--- config.mk ---
export PLATFORM = sky130hd
export DESIGN_NAME = uart_pkt_parser
export DESIGN_NICKNAME = d
export VERILOG_FILES = /design/src/rtl/uart_pkt_pkg.sv /design/src/rtl/uart_pkt_parser_buf.sv /design/src/rtl/uart_pkt_parser.sv
export SDC_FILE = /design/constraint.sdc
export NUM_CORES = 1
export LEC_CHECK = 0
export ABC_AREA = 1
export CAP_MARGIN = 15
export CELL_PAD_IN_SITES_DETAIL_PLACEMENT = 0
export CELL_PAD_IN_SITES_GLOBAL_PLACEMENT = 1
export CORE_UTILIZATION = 30
export CTS_BUF_LIST = sky130_fd_sc_hd__clkbuf_4 sky130_fd_sc_hd__clkbuf_8
export CTS_CLUSTER_SIZE = 28
export DETAILED_ROUTE_END_ITERATION = 16
export PLACE_DENSITY = 0.67
export SETUP_SLACK_MARGIN = 0.02
export SKIP_CTS_REPAIR_TIMING = 1
export SLEW_MARGIN = 20
export SYNTH_ARGS = -nofsm -noshare
export SYNTH_HDL_FRONTEND = slang
export SYNTH_HIERARCHICAL = 1
export SYNTH_SLANG_ARGS = --single-unit
--- constraint.sdc ---
create_clock -name clk -period 2.95 [get_ports clk]
set_clock_uncertainty 0.15 [all_clocks]
set_input_delay 0.7375 -clock clk [delete_from_list [all_inputs] [get_ports clk]]
set_output_delay 0.7375 -clock clk [all_outputs]
set_load 0.005 [all_outputs]
--- src/rtl/uart_pkt_pkg.sv ---
// Shared types for the UART packet parser: FSM states, fetch phase,
// error codes and the default start-of-frame byte.
package uart_pkt_pkg;

  typedef enum logic [2:0] {
    ST_IDLE,
    ST_LEN,
    ST_PAYLOAD,
    ST_CSUM,
    ST_DRAIN
  } state_t;

  // FETCH: may issue a pop; WAIT: popped byte is on in_data
  typedef enum logic {
    PH_FETCH,
    PH_WAIT
  } phase_t;

  localparam logic [1:0] ERR_LEN     = 2'b01;
  localparam logic [1:0] ERR_CSUM    = 2'b10;
  localparam logic [1:0] ERR_TIMEOUT = 2'b11;

  localparam logic [7:0] SOF_DEFAULT = 8'hA5;

  function automatic logic needs_byte(state_t s);
    return s != ST_DRAIN;
  endfunction

endpackage

--- src/rtl/uart_pkt_parser_buf.sv ---
// Payload buffer: MAX_LEN x 8 register array, sync write, comb read.
// Ports: clk, reset_n, i_we/i_waddr/i_wdata write, i_raddr/o_rdata read.
module uart_pkt_parser_buf #(
  parameter int MAX_LEN = 16,
  parameter int AW      = $clog2(MAX_LEN)
) (
  input  logic          clk,
  input  logic          reset_n,
  input  logic          i_we,
  input  logic [AW-1:0] i_waddr,
  input  logic [7:0]    i_wdata,
  input  logic [AW-1:0] i_raddr,
  output logic [7:0]    o_rdata
);

  logic [7:0] r_mem [MAX_LEN];

  always_ff @(posedge clk or negedge reset_n) begin
    if (!reset_n) begin
      r_mem <= '{default: '0};
    end else if (i_we) begin
      r_mem[i_waddr] <= i_wdata;
    end
  end

  assign o_rdata = r_mem[i_raddr];

endmodule

--- src/rtl/uart_pkt_parser.sv ---
// Frames SOF,LEN,payload,CSUM from a UART RX FIFO; releases payload on
// valid/ready after the XOR checksum passes; counts good/bad frames.
// Ports: clk, reset_n; FIFO in_empty/in_rd/in_data; out_valid/ready/
// data/idx/last; frame_ok/frame_err pulses, err_code, frame_cnt, err_cnt.
// Option: UART_PKT_PARSER_TIMEOUT_EN adds an inter-byte gap timeout.
module uart_pkt_parser
  import uart_pkt_pkg::*;
#(
  parameter logic [7:0] SOF            = SOF_DEFAULT,
  parameter int         MAX_LEN        = 16,
  parameter int         TIMEOUT_CYCLES = 65535,
  localparam int        IW             = $clog2(MAX_LEN)
) (
  input  logic          clk,
  input  logic          reset_n,
  input  logic          in_empty,
  output logic          in_rd,
  input  logic [7:0]    in_data,
  output logic          out_valid,
  input  logic          out_ready,
  output logic [7:0]    out_data,
  output logic [IW-1:0] out_idx,
  output logic          out_last,
  output logic          frame_ok,
  output logic          frame_err,
  output logic [1:0]    err_code,
  output logic [7:0]    frame_cnt,
  output logic [7:0]    err_cnt
);

  localparam logic [7:0] MAXL = 8'(MAX_LEN);

  state_t     r_state, w_state_nx;
  phase_t     r_phase;
  logic       r_rd, w_rd_nx;
  logic [7:0] r_len, w_len_nx;
  logic [7:0] r_idx, w_idx_nx;
  logic [7:0] r_acc, w_acc_nx;
  logic       r_ok, w_ok_nx;
  logic       r_err, w_err_nx;
  logic [1:0] r_code, w_code_nx;
  logic [7:0] r_fcnt, r_ecnt;
  logic       w_byte, w_we, w_timeout, w_last;
  logic [7:0] w_rdata;

  assign w_byte = (r_phase == PH_WAIT);
  assign w_last = (r_idx == r_len - 8'd1);

`ifdef UART_PKT_PARSER_TIMEOUT_EN
  logic [15:0] r_gap;
  logic        w_gap_run;

  assign w_gap_run = (r_state == ST_LEN) ||
                     (r_state == ST_PAYLOAD) ||
                     (r_state == ST_CSUM);

  always_ff @(posedge clk or negedge reset_n) begin
    if (!reset_n) begin
      r_gap <= '0;
    end else if (!w_gap_run || w_byte) begin
      r_gap <= '0;
    end else begin
      r_gap <= r_gap + 16'd1;
    end
  end

  assign w_timeout = w_gap_run && (r_gap == 16'(TIMEOUT_CYCLES));
`else
  assign w_timeout = 1'b0;
`endif

  always_ff @(posedge clk or negedge reset_n) begin
    if (!reset_n) begin
      r_state <= ST_IDLE;
    end else begin
      r_state <= w_state_nx;
    end
  end

  always_comb begin
    w_state_nx = r_state;
    w_len_nx   = r_len;
    w_idx_nx   = r_idx;
    w_acc_nx   = r_acc;
    w_ok_nx    = 1'b0;
    w_err_nx   = 1'b0;
    w_code_nx  = r_code;
    w_we       = 1'b0;
    unique case (r_state)
      ST_IDLE: begin
        if (w_byte && in_data == SOF) w_state_nx = ST_LEN;
      end
      ST_LEN: begin
        if (w_byte) begin
          w_len_nx = in_data;
          if (in_data > MAXL) begin
            w_err_nx   = 1'b1;
            w_code_nx  = ERR_LEN;
            w_state_nx = ST_IDLE;
          end else if (in_data == 8'd0) begin
            w_acc_nx   = 8'd0;
            w_state_nx = ST_CSUM;
          end else begin
            w_acc_nx   = in_data;
            w_idx_nx   = 8'd0;
            w_state_nx = ST_PAYLOAD;
          end
        end
      end
      ST_PAYLOAD: begin
        if (w_byte) begin
          w_we     = 1'b1;
          w_acc_nx = r_acc ^ in_data;
          if (w_last) w_state_nx = ST_CSUM;
          else        w_idx_nx   = r_idx + 8'd1;
        end
      end
      ST_CSUM: begin
        if (w_byte) begin
          w_idx_nx = 8'd0;
          if (in_data != r_acc) begin
            w_err_nx   = 1'b1;
            w_code_nx  = ERR_CSUM;
            w_state_nx = ST_IDLE;
          end else if (r_len == 8'd0) begin
            w_ok_nx    = 1'b1;
            w_state_nx = ST_IDLE;
          end else begin
            w_state_nx = ST_DRAIN;
          end
        end
      end
      ST_DRAIN: begin
        if (out_ready) begin
          if (w_last) begin
            w_ok_nx    = 1'b1;
            w_idx_nx   = 8'd0;
            w_state_nx = ST_IDLE;
          end else begin
            w_idx_nx = r_idx + 8'd1;
          end
        end
      end
      default: w_state_nx = ST_IDLE;
    endcase
`ifdef UART_PKT_PARSER_TIMEOUT_EN
    if (w_timeout) begin
      w_err_nx   = 1'b1;
      w_code_nx  = ERR_TIMEOUT;
      w_idx_nx   = 8'd0;
      w_state_nx = ST_IDLE;
    end
`endif
    // Decide the pop from the next state so a CSUM byte
    // never triggers a stray pop on the way into DRAIN.
    w_rd_nx = needs_byte(w_state_nx) && !in_empty && !r_rd;
  end

  always_ff @(posedge clk or negedge reset_n) begin
    if (!reset_n) begin
      r_phase <= PH_FETCH;
      r_rd    <= 1'b0;
      r_len   <= '0;
      r_idx   <= '0;
      r_acc   <= '0;
      r_ok    <= 1'b0;
      r_err   <= 1'b0;
      r_code  <= '0;
      r_fcnt  <= '0;
      r_ecnt  <= '0;
    end else begin
      r_phase <= r_rd ? PH_WAIT : PH_FETCH;
      r_rd    <= w_rd_nx;
      r_len   <= w_len_nx;
      r_idx   <= w_idx_nx;
      r_acc   <= w_acc_nx;
      r_ok    <= w_ok_nx;
      r_err   <= w_err_nx;
      r_code  <= w_code_nx;
      if (w_ok_nx)  r_fcnt <= r_fcnt + 8'd1;
      if (w_err_nx) r_ecnt <= r_ecnt + 8'd1;
    end
  end

  uart_pkt_parser_buf #(
    .MAX_LEN (MAX_LEN),
    .AW      (IW)
  ) u_buf (
    .clk     (clk),
    .reset_n (reset_n),
    .i_we    (w_we),
    .i_waddr (r_idx[IW-1:0]),
    .i_wdata (in_data),
    .i_raddr (r_idx[IW-1:0]),
    .o_rdata (w_rdata)
  );

  assign in_rd     = r_rd;
  assign out_valid = (r_state == ST_DRAIN);
  assign out_data  = out_valid ? w_rdata : 8'd0;
  assign out_idx   = out_valid ? r_idx[IW-1:0] : '0;
  assign out_last  = out_valid && w_last;
  assign frame_ok  = r_ok;
  assign frame_err = r_err;
  assign err_code  = r_code;
  assign frame_cnt = r_fcnt;
  assign err_cnt   = r_ecnt;

endmodule

==> results of run 1 <==
==> metal layers <==
layer	up-vias	share of wire
li1	4167	-
met5	-	0
met1	3916	0.49
met4	0	0.013
met3	20	0.039
met2	161	0.46
==> how the worst min path moves through the flow <==
stage                             to  slack (ns)  cells past startpoint     from
floorplan                    r_phase        0.24                      0    in_rd
global placement             r_phase        0.23                      0    in_rd
detailed placement           r_phase        0.24                      0    in_rd
CTS                 u_buf/r_mem[101]        0.08                      1  reset_n
global route        u_buf/r_mem[101]        0.07                      1  reset_n
finish              u_buf/r_mem[101]        0.07                      1  reset_n
==> cells by family (layout without fill, tap and decap cells) <==
logic type | after synthesis | in the layout | synth area share
adders and majority gates | 5 | 5 | 0.006560
buffers and inverters | 254 | 335 | 0.1039
AOI/OAI and AO/OA | 164 | 164 | 0.09092
DFF | 177 | 177 | 0.4644
xor gates and xnor gates | 27 | 27 | 0.02480
and+or+nand+nor | 668 | 668 | 0.3094
==> registers in the layout, summed over array words and instances (netlist names) <==
signal,count
err_cnt,8
err_code,2
frame_cnt,8
frame_err,1
frame_ok,1
in_rd,1
r_acc,8
r_idx,8
r_len,8
r_phase,1
r_state,3
u_buf/r_mem,128
==> stage by stage <==
stage	utilization	cell area (um^2)	hold WS [ns]	total power, mW	setup slack, ns
floorplan	-	9537	0.2383	2.842	0.5477
global placement	0.3444	10650	0.2320	3.196	0.1344
detailed placement	0.3444	10650	0.2369	3.197	0.1284
CTS	0.3584	11080	0.07605	5.109	-0.4136
global route	0.3751	11590	0.07335	5.282	-0.1787
finish	0.3751	11590	0.07493	5.054	-0.04116
==> report_power, final <==
part / leakage, nW / switching, mW / total [mW] / internal (mW)
Combinational: 4.13 / 0.402 / 0.638 / 0.236
Sequential: 1.75 / 0.0452 / 2.52 / 2.47
Clock: 0.216 / 0.940 / 1.90 / 0.959
==> placed cells by master, fill, tap and decap left out, types with 11 or more instances in the layout <==
cell type        count
nand2_1            402
inv_1              183
dfrtp_1            174
o21ai_0            143
nand3_1            111
nor2_1              45
buf_4               41
nand3_2             40
clkdlybuf4s50_1     32
nor2_2              21
clkbuf_8            17
xnor2_1             16
nand2_2             15
xor2_1              11
==> area by class of cell <==
type,count,area (um^2),area share
Clock buffer,20,256.5,0.02212
Clock inverter,11,177.7,0.01532
Inverter,196,750.7,0.06475
Multi-Input combinational cell,864,4385,0.3782
Sequential cell,177,4433,0.3823
Tap cell,396,495.5,0.04273
Timing Repair Buffer,108,1096,0.09453
==> flow_summary.yaml, run 1 <==
status:
  status: "finished, violations left"
  violations: "setup timing"
global_route:
  first_global_vias: 7840
  use_met3: 0.02971
  track_usage: 0.1767
  grt_overflow: 0
  grtUsageMet2: 0.2822
  grt_use_met1: 0.2475
  grt_pass1_wl_um: 44920
  grt_antenna_before_repair: 0
  grt_max_degree: 55
  grt_busiest_layer: "met2"
sta:
  finalSetupViolations: 3
  tightestPinTransition_ns: 0.6967
  period_minus_slack_ns: 2.991
  relSlewSlack: 0.5342
  finalHoldViolations: 0
  max_freq_mhz: 334.3
  rsz0062_at_grt: "yes"
  setup_slack_ns: -0.04116
  setup_tns_ns: -0.05159
  report.final.slew_viol_count: 0
  min_period_over_period: 1.014
logic_synthesis:
  ys_seq_area_frac: 0.4644
  synthArstFlopShare: 1.000
  postSynthAreaPerCell_um2: 7.364
  synth-seq-cells: 177
  synthesis.area_mm2: 0.009537
  synthTopCellsByArea: "dfrtp_1 46%, nand2_1 16%, nand3_1 7.9%"
  yosysMostFrequentCell: "nand2_1"
  synth_edf_count: 0
  syn_nets: 1312
  synth_ff_type: "dfrtp_1"
  synth_cell_types: 41
  yosys_warnings: 6
  yosys-top-cells-count: "412 x nand2_1, 188 x inv_1, 177 x dfrtp_1, 150 x nand3_1, 144 x o21ai_0"
  synth_largest_area_cell: "dfrtp_1"
  syn_inst: 1295
  synth_top_area_frac: 0.4644
placed_design:
  hpwlAfterDp_um: 19100
  dp.cells: 1721
  place.gp.congestion: 0.8105
  port_buffers: 46
detailed_routing:
  wl_per_cell_um: 16.06
  drc_errors: 0
  wirelength_um: 28460
  vias: 8264
  first_pass_iters: 5
  postRouteAntennaNets: 0
  drt_iter0_drc: 620
  viasPerCell: 4.664
clock_tree:
  ctsHtreeMaxLevel: 4
  cts_sinks: 177
  path_clk_slew_ns: 0.10
  cts_max_path_buffers: 2
  cts_tree: "done"
  clkLatencyLatePin_ns: 0.47
  cts_made_buffers: 17
  root_buffer: "clkbuf_8"
layout:
  final_nets: 1381
  insertedDiodeCount: 0
  drive_above_1_share: 0.1606
  fillers: 3255
  stdcell_count: 1772
  area_growth_syn_to_layout_pct: 21.58
worst_setup_path:
  crit_chain: "inv_6 > buf_12 > nand2_1 > nand3_1 > nand3_1 > nand3_1 > nand2_1 > inv_1 > nor2_1 > clkbuf_2"
  r2r-start: "r_state[2]"
  cp.arrival_ns: 2.10
  r2r_setup_slack_ns: 0.65
  reg2reg_to: "u_buf/r_mem[114]"
  cpPeakStageDelay_ns: 0.51
  cp_num_buf_inv: 4
  endpoint: "out_data[7]"
  crit_slowest_cell: "dfrtp_2"
  critPathKind: "flip-flop to output port"
  cp_num_cells: 10
  cpLargestDelayFamily: "simple AND/OR/NAND/NOR gates"
  reg2regPathDepth: 7
  required_ns: 2.06
  cp_max_fo: 17
  cp_common_cell: "nand3_1"
  start_kind: "flip-flop"
  end_kind: "output port"
  cp-startpoint: "r_idx[0]"
die:
  io_pins: 47
  num_rows: 64
  dieArea_mm2: 0.03251
  die_h_um: 180.3
  fp.coreArea_mm2: 0.03091
  die_w_um: 180.3
  initial_core_util: 0.3085
power:
  cellPowerDensity_mw_per_mm2: 435.9
  vdd_drop_max_v: 0.0002715
  p_leak_nw: 6.096
min_path:
  hold_path.class: "primary input to async pin"
job:
  drv_cap: 0
Power figures use the tool's default switching activity.
==> run 2: changes to the inputs <==
--- a/config.mk
+++ b/config.mk
@@ -11,11 +11,13 @@
 export CELL_PAD_IN_SITES_GLOBAL_PLACEMENT = 1
 export CORE_UTILIZATION = 30
 export CTS_BUF_LIST = sky130_fd_sc_hd__clkbuf_4 sky130_fd_sc_hd__clkbuf_8
+export CTS_CLUSTER_DIAMETER = 100
 export CTS_CLUSTER_SIZE = 28
 export DETAILED_ROUTE_END_ITERATION = 16
 export PLACE_DENSITY = 0.67
 export SETUP_SLACK_MARGIN = 0.02
 export SKIP_CTS_REPAIR_TIMING = 1
+export SKIP_LAST_GASP = 1
 export SLEW_MARGIN = 20
 export SYNTH_ARGS = -nofsm -noshare
 export SYNTH_HDL_FRONTEND = slang
==> constraint.sdc (replaced) <==
create_clock -name clk -period 2.93 [get_ports clk]
set_clock_uncertainty 0.15 [all_clocks]
set_input_delay 0.7325 -clock clk [delete_from_list [all_inputs] [get_ports clk]]
set_output_delay 0.7325 -clock clk [all_outputs]
set_load 0.005 [all_outputs]
==> run 2 against run 1 <==
Against the previous run:
- clock power is 4% lower
- largest power group unchanged
- critical endpoint is now out_data[0]
- total power is 1.1% lower
- sequential power hardly changed
- setup slack worse by 0.071 ns
- global-route usage is 0.061 points higher
- core utilization is 0.27 points lower
- the run still ends with setup timing left
- die area stayed put
- design area is 0.72% lower
==> flow_summary.yaml, run 2 (same netlist as run 1, synthesis figures left out) <==
sta:
  finalSetupViolations: 7
  setup_slack_ns: -0.1126
  setup_tns_ns: -0.3393
  finalHoldViolations: 0
  tightestPinTransition_ns: 0.6787
  min_period_over_period: 1.038
  whs_ns: 0.01915
  rsz0062_at_grt: "yes"
  report.final.slew_viol_count: 0
  relSlewSlack: 0.5462
  max_freq_mhz: 328.7
  period_minus_slack_ns: 3.043
worst_setup_path:
  reg2regPathDepth: 7
  r2r-start: "r_state[0]"
  required_ns: 2.05
  cp_max_fo: 7
  end_kind: "output port"
  reg2reg_to: "u_buf/r_mem[96]"
  critPathKind: "flip-flop to output port"
  cp.arrival_ns: 2.16
  r2r_setup_slack_ns: 0.58
  start_kind: "flip-flop"
job:
  drv_cap: 0
clock_tree:
  clkLatencyLatePin_ns: 0.48
  cts_max_path_buffers: 2
  root_buffer: "clkbuf_8"
  cts_sinks: 177
  path_clk_slew_ns: 0.11
  cts_made_buffers: 17
  cts_tree: "done"
  ctsHtreeMaxLevel: 4
layout:
  mostFrequentLayoutCells: "409 x nand2_1, 185 x inv_1, 176 x dfrtp_1"
  layout_commonest_cell: "nand2_1"
  final_nets: 1384
  fillers: 3305
  stdcell_count: 1776
  insertedDiodeCount: 0
  drive_above_1_share: 0.1384
  largest_register: "u_buf/r_mem"
  largest_register_ffs: 128
  area_growth_syn_to_layout_pct: 20.70
global_route:
  first_global_vias: 8099
  grt_overflow: 0
  grt_antenna_before_repair: 0
  grt_pass1_wl_um: 45420
  track_usage: 0.1773
  grt_max_degree: 59
placed_design:
  port_buffers: 46
  hpwlAfterDp_um: 19160
  dp.cells: 1725
  place.gp.congestion: 0.8235
  dp_slack_ns: 0.09207
detailed_routing:
  drc_errors: 0
  drt_iter0_drc: 623
  first_pass_iters: 5
  vias: 8315
  wirelength_um: 28650
  postRouteAntennaNets: 0
  viasPerCell: 4.682
  wl_per_cell_um: 16.13
power:
  cellPowerDensity_mw_per_mm2: 434.4
  vdd_drop_max_v: 0.0002437
  p_total_mw: 5.000
  p_leak_nw: 6.083
die:
  fp.coreArea_mm2: 0.03091
  num_rows: 64
  initial_core_util: 0.3085
  dieArea_mm2: 0.03251
  io_pins: 47
  die_w_um: 180.3
  die_h_um: 180.3
status:
  violations: "setup timing"
  status: "finished, violations left"
min_path:
  hold_path.class: "primary input to async pin"
[run 2: changes by cell type in the layout (fill, tap and decap cells not counted), moves of 3 or more]
cell / before / now
nand2_1: 402 / 409
clkbuf_2: 1 / 4
buf_2: 6 / 1
nand3_1: 111 / 125
nand3_2: 40 / 26
nand2_2: 15 / 8
inv_8: 1 / 5
nor2_2: 21 / 15
clkbuf_4: 3 / 0
nor2_1: 45 / 51
buf_4: 41 / 44
[run 2: how the worst max path moves through the flow]
stage | from | endpoint | slack, ns | cells past startpoint
2_1_floorplan | r_idx[0] | out_data[6] | 0.53 | 10
3_3_place_gp | r_idx[0] | out_data[0] | 0.12 | 10
3_5_place_dp | in_data[7] | err_code[1] | 0.09 | 8
4_1_cts | r_idx[0] | out_data[0] | -0.45 | 10
5_1_grt | r_idx[0] | out_data[0] | -0.22 | 10
6_report | r_idx[0] | out_data[0] | -0.11 | 10
[run 2: area by class of cell]
class	instances	area, um^2	area share
inverter	196	753.2	0.06543
timing repair buffer	110	1139	0.09891
multi-input combinational	864	4274	0.3713
timing repair inverter	1	5.005	0.0004348
tap	396	495.5	0.04304
sequential	177	4431	0.3849
clock buffer	17	234.0	0.02033
clock inverter	15	180.2	0.01565
[run 2: worst max-delay path, stage by stage, from the launching register on]
cell       delay (ns)
dfrtp_2          0.53
buf_12           0.18
clkbuf_16        0.16
nand2_1          0.09
nand3_1          0.14
nand3_1          0.12
nand3_1          0.07
nand2_1          0.06
inv_1            0.05
nor2_2           0.15
clkbuf_2         0.14
[run 2: metal layers]
layer | wire, um | GRT usage | up-vias
met5 | 0 | 0 | -
met1 | 14020 | 0.2478 | 3964
met4 | 473 | 0.05504 | 0
met2 | 13130 | 0.2828 | 157
met3 | 1022 | 0.02506 | 26
li1 | - | - | 4168
[run 2: where the power goes]
group | switching, mW | total (mW) | internal [mW]
clock network | 1.03 | 1.83 | 0.799
registers | 0.0459 | 2.53 | 2.49
logic | 0.397 | 0.636 | 0.239
[run 2: per-stage QoR]
step,util,area [um^2]
after floorplan,-,9537
final,0.3724,11510
after CTS,0.3584,11080
after detailed placement,0.3450,10660
after global placement,0.3450,10660
after global routing,0.3724,11510
==> run 3: changes to the inputs <==
==> constraint.sdc (replaced) <==
create_clock -name clk -period 2.93 [get_ports clk]
set_clock_uncertainty 0.15 [all_clocks]
set_input_delay 0.7325 -clock clk [delete_from_list [all_inputs] [get_ports clk]]
set_output_delay 0.7325 -clock clk [all_outputs]
set_load 0.05 [all_outputs]
==> run 3 against run 2 <==
Against the previous run:
- the flow still finishes with violations (setup timing)
- global-route usage decreased by 0.30 points
- combinational power grew 35%
- via count decreased by 0.90%
- count of clock-buffer cells in the layout stayed put
- highest routed layer unchanged
- core utilization down 1.0 points
- die area did not move
- maximum frequency grew 1.2%
- total power increased by 1.4%
- final cell count shrank 1.2%
==> flow_summary.yaml, run 3 (same netlist as run 1, synthesis figures left out) <==
die:
  die_h_um: 180.3
  num_rows: 64
  fp.coreArea_mm2: 0.03091
  die_w_um: 180.3
  dieArea_mm2: 0.03251
  io_pins: 47
  initial_core_util: 0.3085
layout:
  final_nets: 1362
  layout_commonest_cell: "nand2_1"
  insertedDiodeCount: 0
  mostFrequentLayoutCells: "412 x nand2_1, 184 x inv_1, 174 x dfrtp_1"
  area_growth_syn_to_layout_pct: 17.45
  drive_above_1_share: 0.1222
  largest_register: "u_buf/r_mem"
  stdcell_count: 1754
  largest_register_ffs: 128
power:
  p_total_mw: 5.069
  p_leak_nw: 5.794
  cellPowerDensity_mw_per_mm2: 452.6
  vdd_drop_max_v: 0.0002512
sta:
  report.final.slew_viol_count: 0
  relSlewSlack: 0.5248
  setup_slack_ns: -0.07584
  period_minus_slack_ns: 3.006
  finalHoldViolations: 0
  tightestPinTransition_ns: 0.7107
  rsz0062_at_grt: "yes"
  whs_ns: 0.05706
  finalSetupViolations: 8
  min_period_over_period: 1.026
  max_freq_mhz: 332.7
worst_setup_path:
  end_kind: "output port"
  required_ns: 2.05
  crit_slowest_cell: "dfrtp_2"
  crit_chain: "inv_1 > buf_12 > nand3_1 > nand3_1 > nand3_1 > nand2_1 > inv_1 > nor2_2 > buf_6"
  cp-startpoint: "r_idx[1]"
  r2r-start: "r_state[1]"
  cp_common_cell: "nand3_1"
  critPathKind: "flip-flop to output port"
  start_kind: "flip-flop"
  cp.arrival_ns: 2.12
  cpPeakStageDelay_ns: 0.48
  cp_max_fo: 32
clock_tree:
  cts_tree: "done"
  path_clk_slew_ns: 0.12
  cts_max_path_buffers: 2
  cts_sinks: 177
  cts_made_buffers: 17
  clkLatencyLatePin_ns: 0.46
  ctsHtreeMaxLevel: 4
  root_buffer: "clkbuf_8"
status:
  violations: "setup timing"
  status: "finished, violations left"
detailed_routing:
  wl_per_cell_um: 15.83
  postRouteAntennaNets: 0
  vias: 8240
  viasPerCell: 4.698
  first_pass_iters: 5
  drc_errors: 0
  wirelength_um: 27770
  drt_iter0_drc: 589
global_route:
  track_usage: 0.1743
  grt_antenna_before_repair: 0
  grt_pass1_wl_um: 44380
  grt_overflow: 0
  grt_max_degree: 59
  first_global_vias: 7771
placed_design:
  port_buffers: 46
  dp.cells: 1713
  place.gp.congestion: 0.8096
  hpwlAfterDp_um: 18750
job:
  drv_cap: 0
min_path:
  hold_path.class: "primary input to async pin"
## run 3: cell count changes in the layout (fill, tap and decap cells not counted), moves of 3 or more
cell	change
nand3_1	+18
nand3_2	-17
buf_4	-10
dlymetal6s2s_1	-7
nor2_1	-6
nor2_2	+5
clkbuf_2	-4
buf_6	+3
nand2_1	+3
nand2_2	-3
## run 3: area by class of cell
class                           instances  area, um^2
Timing Repair Buffer                   89       954.7
Sequential cell                       177        4433
Fill cell                            3312       19710
Inverter                              196       748.2
Clock inverter                         15       146.4
Tap cell                              396       495.5
Clock buffer                           17       234.0
Multi-Input combinational cell        864        4189
## run 3: where the power goes
part | internal [mW] | total [mW] | switching [mW]
registers | 2.49 | 2.54 | 0.0472
clock network | 0.631 | 1.67 | 1.04
logic | 0.261 | 0.861 | 0.599
total | 3.38 | 5.07 | 1.69
## run 3: worst paths after layout
path                            depth (start not counted)  slack [ns]                to
worst max-delay path                                    9       -0.08       out_data[1]
worst min-delay path                                    1        0.06    u_buf/r_mem[0]
worst max register to register                          7        0.56  u_buf/r_mem[111]
worst min register to register                          0        0.26           r_phase
max in group asynchronous                               2        1.81          r_idx[0]
min in group clk                                        0        0.26           r_phase
## run 3: per-stage QoR
stage          area (um^2)  setup slack (ns)  utilization  TNS (ns)
5_1_grt              11200           -0.2115       0.3624    -1.667
6_report             11200          -0.07584       0.3624   -0.4560
3_5_place_dp         10610            0.1309       0.3432         0
3_3_place_gp         10610            0.1803       0.3432         0
2_1_floorplan         9557            0.2024            -         0
4_1_cts              10990           -0.3087       0.3555    -2.155
## run 3: worst max-delay path, delay by kind of cell, from the launching register on
kind          cells  cell delay, ns
simple gates      5            0.62
buf+inv           4            0.56
flops             1            0.48
## run 3: layer usage
layer | wire length, um | vias to the layer above | part of all wire | global-route usage
li1 | - | 4135 | - | -
met1 | 13630 | 3904 | 0.49 | 0.2426
met2 | 12740 | 176 | 0.46 | 0.2817
met3 | 1025 | 25 | 0.037 | 0.02607
met4 | 373 | 0 | 0.013 | 0.04547
met5 | 0 | - | 0 | 0
